<file path="config.mk">
export PLATFORM = sky130hd
export DESIGN_NAME = carry_save_accumulator
export DESIGN_NICKNAME = d
export VERILOG_FILES = /design/src/rtl/carry_save_accumulator.sv
export SDC_FILE = /design/constraint.sdc
export NUM_CORES = 1
export LEC_CHECK = 0
export ABC_AREA = 1
export CAP_MARGIN = 15
export CORE_MARGIN = 2
export CORE_UTILIZATION = 60
export CTS_CLUSTER_DIAMETER = 120
export CTS_CLUSTER_SIZE = 30
export DETAILED_ROUTE_END_ITERATION = 6
export MAX_ROUTING_LAYER = met4
export PLACE_DENSITY = 0.86
export SYNTH_ARGS = -nofsm -noshare
export SYNTH_HDL_FRONTEND = slang
export SYNTH_SLANG_ARGS = --single-unit
</file>
<file path="constraint.sdc">
create_clock -name clk -period 4.25 [get_ports clk]
set_input_delay 0.85 -clock clk [delete_from_list [all_inputs] [get_ports clk]]
set_output_delay 0.85 -clock clk [all_outputs]
set_load 0.03 [all_outputs]
</file>
<file path="src/rtl/carry_save_accumulator.sv">
// Streaming three-operand accumulator. Beats are folded into a redundant sum/carry pair
// through three carry-save levels, then resolved in RES_W-bit chunks over P cycles.
//
//   state   | meaning
//   --------+-----------------------------------------------------------
//   ACCUM   | accepting beats, folding a/b/c into the s/c pair
//   RESOLVE | chunked carry-propagate add of s+c into result, one chunk/cycle
//   HOLD    | result valid, waiting for out_ready; s/c cleared on handshake
module carry_save_accumulator #(
  parameter int N     = 8,
  parameter int ACC_W = 16,
  parameter int RES_W = 16
) (
  input  logic             clk,
  input  logic             rst,
  input  logic             in_valid,
  output logic             in_ready,
  input  logic             in_last,
  input  logic [N-1:0]     a,
  input  logic [N-1:0]     b,
  input  logic [N-1:0]     c,
  output logic             out_valid,
  input  logic             out_ready,
  output logic [ACC_W-1:0] result
);

  localparam int P  = (ACC_W + RES_W - 1) / RES_W;
  localparam int KW = (P > 1) ? $clog2(P) : 1;
  localparam int PW = P * RES_W;

  typedef enum logic [1:0] {ACCUM, RESOLVE, HOLD} state_t;

  state_t           state_q, state_d;
  logic [ACC_W-1:0] s_q, s_d, c_q, c_d, res_q, res_d;
  logic [KW-1:0]    k_q, k_d;
  logic             cy_q, cy_d;

  logic [ACC_W-1:0] a_x, b_x, c_x;
  logic [ACC_W-1:0] s1, k1, s2, k2, s3, k3;
  logic [RES_W-1:0] s_chunk, c_chunk;
  logic [RES_W:0]   chunk_sum;
  int               shamt;

  assign a_x = ACC_W'(a);
  assign b_x = ACC_W'(b);
  assign c_x = ACC_W'(c);

  // Three 3:2 levels; every shifted carry is truncated to ACC_W by assignment width.
  assign s1 = a_x ^ b_x ^ c_x;
  assign k1 = (a_x & b_x) | (a_x & c_x) | (b_x & c_x);
  assign s2 = s1 ^ (k1 << 1) ^ s_q;
  assign k2 = (s1 & (k1 << 1)) | (s1 & s_q) | ((k1 << 1) & s_q);
  assign s3 = s2 ^ (k2 << 1) ^ c_q;
  assign k3 = (s2 & (k2 << 1)) | (s2 & c_q) | ((k2 << 1) & c_q);

  // Operands are zero-padded to a whole number of chunks so the top chunk needs no special case.
  assign shamt     = int'(k_q) * RES_W;
  assign s_chunk   = RES_W'(PW'(s_q) >> shamt);
  assign c_chunk   = RES_W'(PW'(c_q) >> shamt);
  assign chunk_sum = {1'b0, s_chunk} + {1'b0, c_chunk} + {{RES_W{1'b0}}, cy_q};

  assign in_ready  = (state_q == ACCUM);
  assign out_valid = (state_q == HOLD);
  assign result    = res_q;

  always_ff @(posedge clk or posedge rst) begin
    if (rst) begin
      state_q <= ACCUM;
      s_q     <= '0;
      c_q     <= '0;
      res_q   <= '0;
      k_q     <= '0;
      cy_q    <= 1'b0;
    end else begin
      state_q <= state_d;
      s_q     <= s_d;
      c_q     <= c_d;
      res_q   <= res_d;
      k_q     <= k_d;
      cy_q    <= cy_d;
    end
  end

  always_comb begin
    state_d = state_q;
    s_d     = s_q;
    c_d     = c_q;
    res_d   = res_q;
    k_d     = k_q;
    cy_d    = cy_q;
    case (state_q)
      ACCUM: begin
        if (in_valid) begin
          s_d = s3;
          c_d = k3 << 1;
          if (in_last) begin
            state_d = RESOLVE;
            k_d     = '0;
            cy_d    = 1'b0;
          end
        end
      end
      RESOLVE: begin
        res_d = ACC_W'((PW'(res_q) & ~(PW'({RES_W{1'b1}}) << shamt)) |
                       (PW'(chunk_sum[RES_W-1:0]) << shamt));
        cy_d  = chunk_sum[RES_W];
        if (k_q == KW'(P - 1)) begin
          state_d = HOLD;
          k_d     = '0;
        end else begin
          k_d = k_q + KW'(1);
        end
      end
      HOLD: begin
        if (out_ready) begin
          state_d = ACCUM;
          s_d     = '0;
          c_d     = '0;
        end
      end
      default: state_d = ACCUM;
    endcase
  end

endmodule

</file>
==> Yosys cells after proc, flatten, opt, wreduce, memory -nomap -nowiden <==
Index checks and enable logic that the tools add are counted.
{ "word_totals": {"register_bits": 52, "in_bits": 29, "out_inout_bits": 18, "word_cells": 64} }
{ "op_classes": {"add_sub_neg": 3, "eq_ne": 6, "shifts": 4, "n_mux": 15, "bitwise": 24, "reduce_logical": 6} }
{ "op_table": {"columns": ["cell", "n"], "rows": [
  ["case mux 16 bit (2 select lines)", 2],
  ["two-way mux 16 bit", 3],
  ["AND 15 bit", 3],
  ["bitwise OR 15 bit", 3],
  [">> shifter 16 x 5 -> 16 bit", 2],
  ["XOR 16 bit", 2],
  ["AND 8 bit", 3],
  ["adder 16 x 16 -> 17 bit", 1],
  ["adder 17 x 1 -> 17 bit", 1],
  ["AND 16 bit", 1],
  ["NOT 16 bit", 1],
  ["bitwise OR 16 bit", 1],
  ["bitwise OR 8 bit", 2],
  ["left shift 16 x 5 -> 16 bit", 1],
  ["left shift 16 x 5 -> 16 bit (first input constant)", 1],
  ["XOR 8 bit", 2],
  ["XOR 9 x 16 -> 16 bit", 1],
  ["AND 8 x 15 -> 15 bit", 1],
  ["AND 9 x 15 -> 15 bit", 1],
  ["bitwise OR 9 x 15 -> 15 bit", 1],
  ["AND 8 x 9 -> 9 bit", 1],
  ["XOR 8 x 9 -> 9 bit", 1],
  ["two-way mux 2 bit", 4],
  ["case mux 2 bit (3 select lines)", 1],
  ["11 further kinds", 18]
]} }

==> Logic depth before layout (Yosys ltp) <==
Gate-level depths: netlist of run 1.
{ "depth": {"word_depth": 11, "ltp_mapped": 11, "mapped_depth_nobuf": 11} }

==> Worst setup path before layout of run 1 <==
OpenSTA, ideal clock, no wires.
{ "synth_path": {"path_type": "input to register", "from": "input port a[7]", "to": "register s_q[7]", "setup_ps": 127, "arrival_time_ps": 2482, "required_ps": 4123, "path_slack_ps": 1641, "cell_stages": 5, "n_path_buf": 0, "cell_sequence": "fa_1 inv_1 fa_1 fa_1 o22ai_2"} }
{ "synth_via": {"elab_chain_cells": 8} }
{ "synth_lines": {"columns": ["element", "line", "text"], "rows": [
  ["start, declared", "19", "input logic [N-1:0] a,"],
  ["XOR 8 bit (2 in a row)", "49", "assign s1 = a_x ^ b_x ^ c_x;"],
  ["XOR 8 x 9 -> 9 bit", "51", "assign s2 = s1 ^ (k1 << 1) ^ s_q;"],
  ["XOR 9 x 16 -> 16 bit", "51", null],
  ["XOR 16 bit (2 in a row)", "53", "assign s3 = s2 ^ (k2 << 1) ^ c_q;"],
  ["two-way mux 16 bit", "93", "if (in_valid) begin"],
  ["case mux 16 bit (2 select lines)", "91", "case (state_q)"],
  ["end signal, assigned", "69", "s_q <= '0;"],
  ["end signal, assigned", "76", "s_q <= s_d;"],
  ["end, declared", "34", "logic [ACC_W-1:0] s_q, s_d, c_q, c_d, res_q, res_d;"]
]} }
No other way between the ends. The select of a mux whose other input is x is not followed.
A chain may end at the register's enable or synchronous reset.

==> Worst setup path after layout of run 1 <==
{ "layout_path": {"from": "input port a[5]", "to": "register s_q[5]"} }
The elaborated chain is that of the path after synthesis.

==> results.md, run 1 <==
* Gr usage total at 0.261
* Synth area leader: dfrtp_1
* PortBufs at 46
* Residual DRC at 0
* CP max-delay cell: fa_1
* Highest Clock Rate at 0.352 GHz
* Die footprint at 6350 sq um
* Critical Path AT at 3020 ps
* DP Cell Count at 513
* Least-Margin Pin Slew at 776 ps
* Status: complete, no violations
* Final worst path period need at 2840 ps
* Syn Inst Count at 404
* Hpwl dp at 5570 um
* Critical Path RT at 4430 ps
* Final setup fails at 0
* Ys Warns at 0
* Synthesized Nets at 475
* Worst setup margin at 1410 ps
* CTS Buf Count at 5
* Final Hold Vio Count at 0
* Chip width at 79.7 um
* Post-CTS Resized at 0
* Seq cells post-synth at 49
* Hold-fix buffers, CTS at 0
* Initial Util at 0.624
* Power per cell area at 567 nW/um^2
* Final std cells w/o fill at 522
* Drt pass-1 iters at 4
* Area growth, synth to finish at 17.6%
* Synthesized area per cell at 8.51 sq um
* FFs w/ async S/R, synth at 1.00
* First-pass GRT wire length at 12600 um
* Commonest cells after routing, fill and taps aside: nand2_1 (111), inv_1 (68), dfrtp_1 (49)
* Row count at 27
* CTS Buffer Depth at 2
* Critical path endpoint category: flip-flop
* Clk slew on worst S/H paths at 90 ps
* Synthesized area at 3440 sq um
* Part of the cycle the worst path needs at 0.668
* Most common cell after layout, fill and taps aside: nand2_1
* Critical path class: input port to flip-flop
* Final ANT Viol Nets at 0
* Ranking of synthesized cells by area: dfrtp_1 (36%), fa_1 (13%), nand2_1 (12%)
* Setup Buffers After CTS at 0
* Post-Route WL at 7330 um
* GP Congestion at 0.910
* Relative slew slack at 0.481
* Initial DRC Count at 117
* Routed WL per cell at 14.0 um
* Ports at 47
* Initial antenna violation count at 0
* Largest net degree at the start of global routing at 50
* Top FF cell, synth: dfrtp_1
* TritonCTS clock tree: done
* Post-synth EDFFs at 0
* Fillers at 420
* Worst skew pair latency at 300 ps
* Layout cell share with drive strength beyond 1 at 0.0911
* Vias per inst at 5.30
* Routed vias at 2767
* CP cell instances: clkdlybuf4s50_1 > fa_1 > inv_1 > fa_1 > fa_1 > o22ai_2
* Vias in the first global route at 2933
* RSZ-0062 raised after global routing: no
* CP max stage delay at 550 ps
* Worst vdd ir at 0.348 mV
* # clock sinks at 49
* Critical-path maximum fanout at 1
* Grt total ovfl at 0
* Lkg Pwr at 2.05 nW
* Nets at 520
* Worst slack, placed at 1090 ps
* Cell variety after synth at 33
* Hold Path Class: flip-flop to flip-flop
* Clock Skew at 7.56 ps
* Core area at 5510 sq um
* Die Height at 79.7 um
* Final count of pins violating max slew at 0
* H-tree Lvls at 2
* R2R setup slack at 2430 ps
* Seq/Total Area, Yosys at 0.357
* CTS root buf: clkbuf_8
* CP Launch Type: input port
* Area fraction of the dominant cell type after synthesis at 0.357
* Setup TNS at 0 ps
* Critical path's most frequent cell: fa_1
* Max-cap violations at 0
* Diode count at 0
-- worst paths after layout --
kind	start	endpoint	depth (start not counted)
min in group asynchronous	rst	s_q[6]	2
worst max register to register	state_q[1]	result[2]	5
worst min register to register	result[0]	result[0]	2
worst min-delay path	result[0]	result[0]	2
max in group asynchronous	rst	cy_q	3
worst max-delay path	a[5]	s_q[5]	6
-- critical path: cells and delay by family --
| kind | cells | cell delay, ps |
|---|---|---|
| AOI/OAI and AO/OA | 1 | 90 |
| adders and majority gates | 3 | 1570 |
| buffers and inverters | 2 | 500 |
-- kinds of logic after synthesis --
logic type | synth area share
flops | 0.357
fa+ha+maj | 0.203
compound gates | 0.0859
buf+inv | 0.0979
xor+xnor | 0.0102
simple gates | 0.246
-- per-layer routing --
layer,routed length (um),vias to the layer above,share of wire,global-route usage
li1,-,1356,-,-
met1,3190,1336,0.44,0.310
met2,3780,66,0.52,0.465
met3,256,9,0.035,0.0271
met4,99,0,0.014,0.0862
met5,0,-,0,-
-- metrics by stage --
stage / power, mW / hold WS (ps) / area, sq um / util
floorplan: 1.64 / 454 / 3440 / -
global placement: 1.91 / 462 / 3920 / 0.712
detailed placement: 2.00 / 466 / 3920 / 0.712
CTS: 2.30 / 489 / 4020 / 0.731
global route: 2.48 / 530 / 4040 / 0.734
finish: 2.29 / 482 / 4040 / 0.734
-- cells in the mapped netlist, drive strengths merged (5+ instances only) --
cell and number:
o22ai 14, ha 19, nor2 17, inv 72
buf 9, dfrtp 49, a21oi 6, nand2 120
nor3 5, nand3 35, o21ai 20, fa 23
-- where the power goes --
group	internal, mW	switching, mW
Combinational	0.532	0.753
Clock	0.147	0.154
Sequential	0.611	0.0951
Total	1.29	1.00
-- flip-flops by register name (all words and copies together) (netlist names) --
| signal | flops |
|---|---|
| s_q | 16 |
| c_q | 14 |
| state_q | 2 |
| cy_q | 1 |
| result | 16 |
-- final cells by class --
cell class | count | area, sq um | share of cell area
Clock inverter | 1 | 5.00 | 0.00124
Timing Repair Buffer | 47 | 480 | 0.119
Tap cell | 72 | 90.1 | 0.0223
Sequential cell | 49 | 1230 | 0.303
Inverter | 72 | 270 | 0.0669
Clock buffer | 7 | 96.3 | 0.0238
Multi-Input combinational cell | 274 | 1870 | 0.464
(Power assumes the default switching activity.)
==> inputs of run 2 (changes only) <==
CORE_UTILIZATION = 56   (was 60)
PLACE_DENSITY = 0.81   (was 0.86)
clock period = 2.7 ns   (was 4.25 ns; I/O delays follow)
==> run 2 against run 1 <==
Net effect: count of clock-buffer cells in the layout is the same; first-iteration DRC count down 45%; worst hold slack improved by 5.2 ps; via count shrank 1.6%; power increased by 59%; non-clock buffer count grew 2; die area is 6.8% higher; clock power rose by 83%; critical endpoint is now s_q[2].
==> results.md, run 2 (synthesis results as in run 1) <==
* Status: complete, no violations
* Final ANT Viol Nets at 0
* Row count at 28
* Util after Layout at 0.686
* Initial Util at 0.581
* Critical Path RT at 2920 ps
* CP bufs+invs at 2
* Critical path endpoint category: flip-flop
* Residual DRC at 0
* CTS root buf: clkbuf_8
* Die Height at 82.3 um
* CTS Buffer Depth at 2
* Core area at 5920 sq um
* Routed vias at 2723
* CTS Buf Count at 5
* Area growth, synth to finish at 18.2%
* PortBufs at 46
* Layout cell share with drive strength beyond 1 at 0.0929
* Clock Skew at 6.65 ps
* Max-cap violations at 0
* Drt pass-1 iters at 4
* CP endpoint: s_q[2]
* Critical-path maximum fanout at 1
* Chip width at 82.3 um
* Diode count at 0
* Largest net degree at the start of global routing at 50
* Critical Path AT at 2710 ps
* Worst vdd ir at 0.556 mV
* CP cell instances: clkdlybuf4s50_1 > fa_1 > inv_1 > fa_1 > fa_1 > o22ai_1
* CP Launch Type: input port
* Power per cell area at 899 nW/um^2
* Setup TNS at 0 ps
* Hold Path Class: flip-flop to flip-flop
* Lkg Pwr at 2.06 nW
* Post-Route WL at 7050 um
* CP max-delay cell: fa_1
* GP Congestion at 0.870
* Vias per inst at 5.17
* Routed WL per cell at 13.4 um
* Part of the cycle the worst path needs at 0.921
* Vias in the first global route at 2830
* Worst skew pair latency at 310 ps
* Critical path's most frequent cell: fa_1
* CP startpoint: a[2]
* Gr usage total at 0.242
* Least-Margin Pin Slew at 622 ps
* Nets at 522
* Final worst path period need at 2490 ps
* Post-CTS Resized at 0
* Critical path class: input port to flip-flop
* Reg-to-reg startpoint: s_q[2]
* Setup Buffers After CTS at 0
* Final setup fails at 0
* Crit Reg-Reg Endpoint: s_q[2]
* Commonest cells after routing, fill and taps aside: nand2_1 (111), inv_1 (68), dfrtp_1 (49)
* # clock sinks at 49
* Initial DRC Count at 64
* First-pass GRT wire length at 12400 um
* DP Cell Count at 519
* R2R setup slack at 980 ps
* Final count of pins violating max slew at 0
* Clk slew on worst S/H paths at 90 ps
* Initial antenna violation count at 0
* Relative slew slack at 0.586
* Ports at 47
* Hpwl dp at 5510 um
* CP max stage delay at 540 ps
* Final std cells w/o fill at 527
* RSZ-0062 raised after global routing: no
* H-tree Lvls at 2
* Final Hold Vio Count at 0
* Hold-fix buffers, CTS at 0
* Grt total ovfl at 0
* Critical Path Stages at 6
* Design Power at 3.65 mW
* R2R depth at 4
* Die footprint at 6780 sq um
* TritonCTS clock tree: done
* Top delay family on crit path: adder cells
* Highest Clock Rate at 0.402 GHz
* Most common cell after layout, fill and taps aside: nand2_1
==> run 2: metal layers <==
layer	global-route usage	wire [um]	vias to the layer above
met1	0.314	3280	1305
met3	0.0326	217	9
li1	-	-	1357
met4	0.0500	108	0
met2	0.408	3450	52
met5	-	0	-
==> run 2: worst min-delay path by stage <==
stage,depth (start not counted),to,start,slack (ps)
global placement,2,result[10],result[10],460
finish,2,result[14],result[14],490
global route,2,result[12],result[12],520
detailed placement,2,result[14],result[14],470
floorplan,2,cy_q,cy_q,450
CTS,2,result[14],result[14],490
==> run 2: report_power, final <==
part | switching (mW) | leakage [nW] | internal (mW)
sequential | 0.145 | 0.645 | 0.961
clock | 0.248 | 0.0585 | 0.302
combinational | 1.17 | 1.36 | 0.829
total | 1.56 | 2.06 | 2.09
==> run 2: final cells by class <==
class                   count  area, sq um
fillers                   484         1860
repair buffers             49          483
clock buffers               7         86.3
flip-flops and latches     49         1230
multi-input cells         274         1870
clock inverters             1         30.0
inverters                  72          270
well taps                  75         93.8
==> run 2: stage by stage <==
| stage | setup slack, ps | area [sq um] | hold WS, ps |
|---|---|---|---|
| 5_1_grt | 110 | 4060 | 519 |
| 6_report | 213 | 4060 | 487 |
| 2_1_floorplan | 401 | 3440 | 454 |
| 3_5_place_dp | -124 | 3950 | 469 |
| 3_3_place_gp | -63.0 | 3950 | 463 |
| 4_1_cts | 188 | 4060 | 492 |
==> run 2: worst register-to-register path, cell delays in order (launching register included) <==
cell and delay (ps):
dfrtp_1 370, inv_1 80, fa_1 560, fa_1 430
o22ai_1 200
==> inputs of run 3 (changes only) <==
CAP_MARGIN = unset   (was 15)
CORE_UTILIZATION = 60   (was 56)
PLACE_DENSITY = 0.86   (was 0.81)
clock period = 2.9 ns   (was 2.7 ns; I/O delays follow)
==> run 3 against run 2 <==
Net effect: die area decreased by 6.3%; critical path type unchanged; final area decreased by 0.59%; sequential cell count unchanged.
==> results.md, run 3 (synthesis results as in run 1) <==
* Status: complete, no violations
* Reg-to-reg startpoint: s_q[3]
* DP Cell Count at 516
* Critical path endpoint category: flip-flop
* Critical path class: input port to flip-flop
* Chip width at 79.7 um
* Diode count at 0
* Initial DRC Count at 103
* CP Launch Type: input port
* Critical Path RT at 3090 ps
* Grt total ovfl at 0
* Worst setup margin at 350 ps
* WHS Path Cells at 2
* Drt pass-1 iters at 4
* Post-CTS Resized at 0
* CP max-delay cell: fa_1
* Final setup fails at 0
* Lkg Pwr at 2.04 nW
* Commonest cells after routing, fill and taps aside: nand2_1 (111), inv_1 (68), dfrtp_1 (49)
* Die Height at 79.7 um
* Row count at 27
* Setup TNS at 0 ps
* RSZ-0062 raised after global routing: no
* Crit Reg-Reg Endpoint: s_q[3]
* CTS Buf Count at 5
* Relative slew slack at 0.647
* Final Hold Vio Count at 0
* Final worst path period need at 2550 ps
* Max-cap violations at 0
* Critical Path AT at 2740 ps
* CP cell instances: clkdlybuf4s50_1 > fa_1 > inv_1 > fa_1 > fa_1 > o22ai_2
* Hpwl dp at 5600 um
* R2R setup slack at 1180 ps
* Hold-fix buffers, CTS at 0
* GP Congestion at 0.909
* Worst skew pair latency at 310 ps
* Ports at 47
* Vias in the first global route at 2862
* Routed vias at 2770
* Gr usage total at 0.264
* Clk slew on worst S/H paths at 90 ps
* Least-Margin Pin Slew at 528 ps
* TritonCTS clock tree: done
* CTS Buffer Depth at 2
* Part of the cycle the worst path needs at 0.879
* Highest Clock Rate at 0.392 GHz
* Power per cell area at 814 nW/um^2
* Critical path's most frequent cell: fa_1
* Initial antenna violation count at 0
* Worst slack, placed at 1.61 ps
* Hold Path Class: flip-flop to flip-flop
* Final ANT Viol Nets at 0
* Nets at 522
* Post-Route WL at 7030 um
* Die footprint at 6350 sq um
* Initial Util at 0.624
* Fin Hold WS at 487 ps
* Final std cells w/o fill at 524
* Most common cell after layout, fill and taps aside: nand2_1
* # clock sinks at 49
* Clock Skew at 6.47 ps
* Critical-path maximum fanout at 1
* H-tree Lvls at 2
* Final count of pins violating max slew at 0
* Routed WL per cell at 13.4 um
* Fillers at 415
* First-pass GRT wire length at 12800 um
* Layout cell share with drive strength beyond 1 at 0.0907
* Core area at 5510 sq um
* CTS root buf: clkbuf_8
* Hold_sp: result[11]
* R2R depth at 4
* PortBufs at 46
* Residual DRC at 0
* Util after Layout at 0.734
* Area growth, synth to finish at 17.5%
* Vias per inst at 5.29
* CP max stage delay at 560 ps
* Setup Buffers After CTS at 0
* Worst vdd ir at 0.560 mV
* Hold endpoint: result[11]
* Largest net degree at the start of global routing at 31
run 3: through the flow:
step	instance area (sq um)	power, mW
detailed placement	3960	2.91
floorplan	3440	2.40
CTS	4040	3.31
global placement	3960	2.81
global route	4040	3.59
finish	4040	3.29
run 3: how the worst max path moves through the flow:
stage | startpoint | slack, ps | endpoint | cells past startpoint
floorplan | a[7] | 560 | s_q[7] | 5
global placement | a[5] | 100 | s_q[5] | 6
detailed placement | a[3] | 2 | s_q[3] | 6
CTS | a[3] | 330 | s_q[3] | 6
global route | a[3] | 280 | s_q[3] | 6
finish | a[3] | 350 | s_q[3] | 6
run 3: per-layer routing:
metal,share of wire,GRT usage
met5,0,-
met4,0.015,0.0776
met3,0.040,0.0305
met2,0.50,0.438
met1,0.45,0.346
run 3: power breakdown:
group          leakage (nW)  internal (mW)  total (mW)  switching (mW)
sequential            0.645          0.895        1.03           0.135
clock                0.0385          0.171       0.400           0.229
combinational          1.36          0.776        1.86            1.08
total                  2.04           1.84        3.29            1.45
run 3: area by class of cell:
cell class / instances / area [sq um] / share of cell area
multi-input combinational: 274 / 1870 / 0.464
tap: 72 / 90.1 / 0.0223
inverter: 72 / 270 / 0.0669
timing repair buffer: 49 / 495 / 0.123
clock buffer: 7 / 76.3 / 0.0189
sequential: 49 / 1230 / 0.304
clock inverter: 1 / 7.51 / 0.00186
run 3: worst max-delay path, delay by kind of cell:
kind                     cells  cell delay [ps]
buffers and inverters        2              500
adder cells (fa/ha/maj)      3             1580
AO/OA/AOI/OAI                1               90
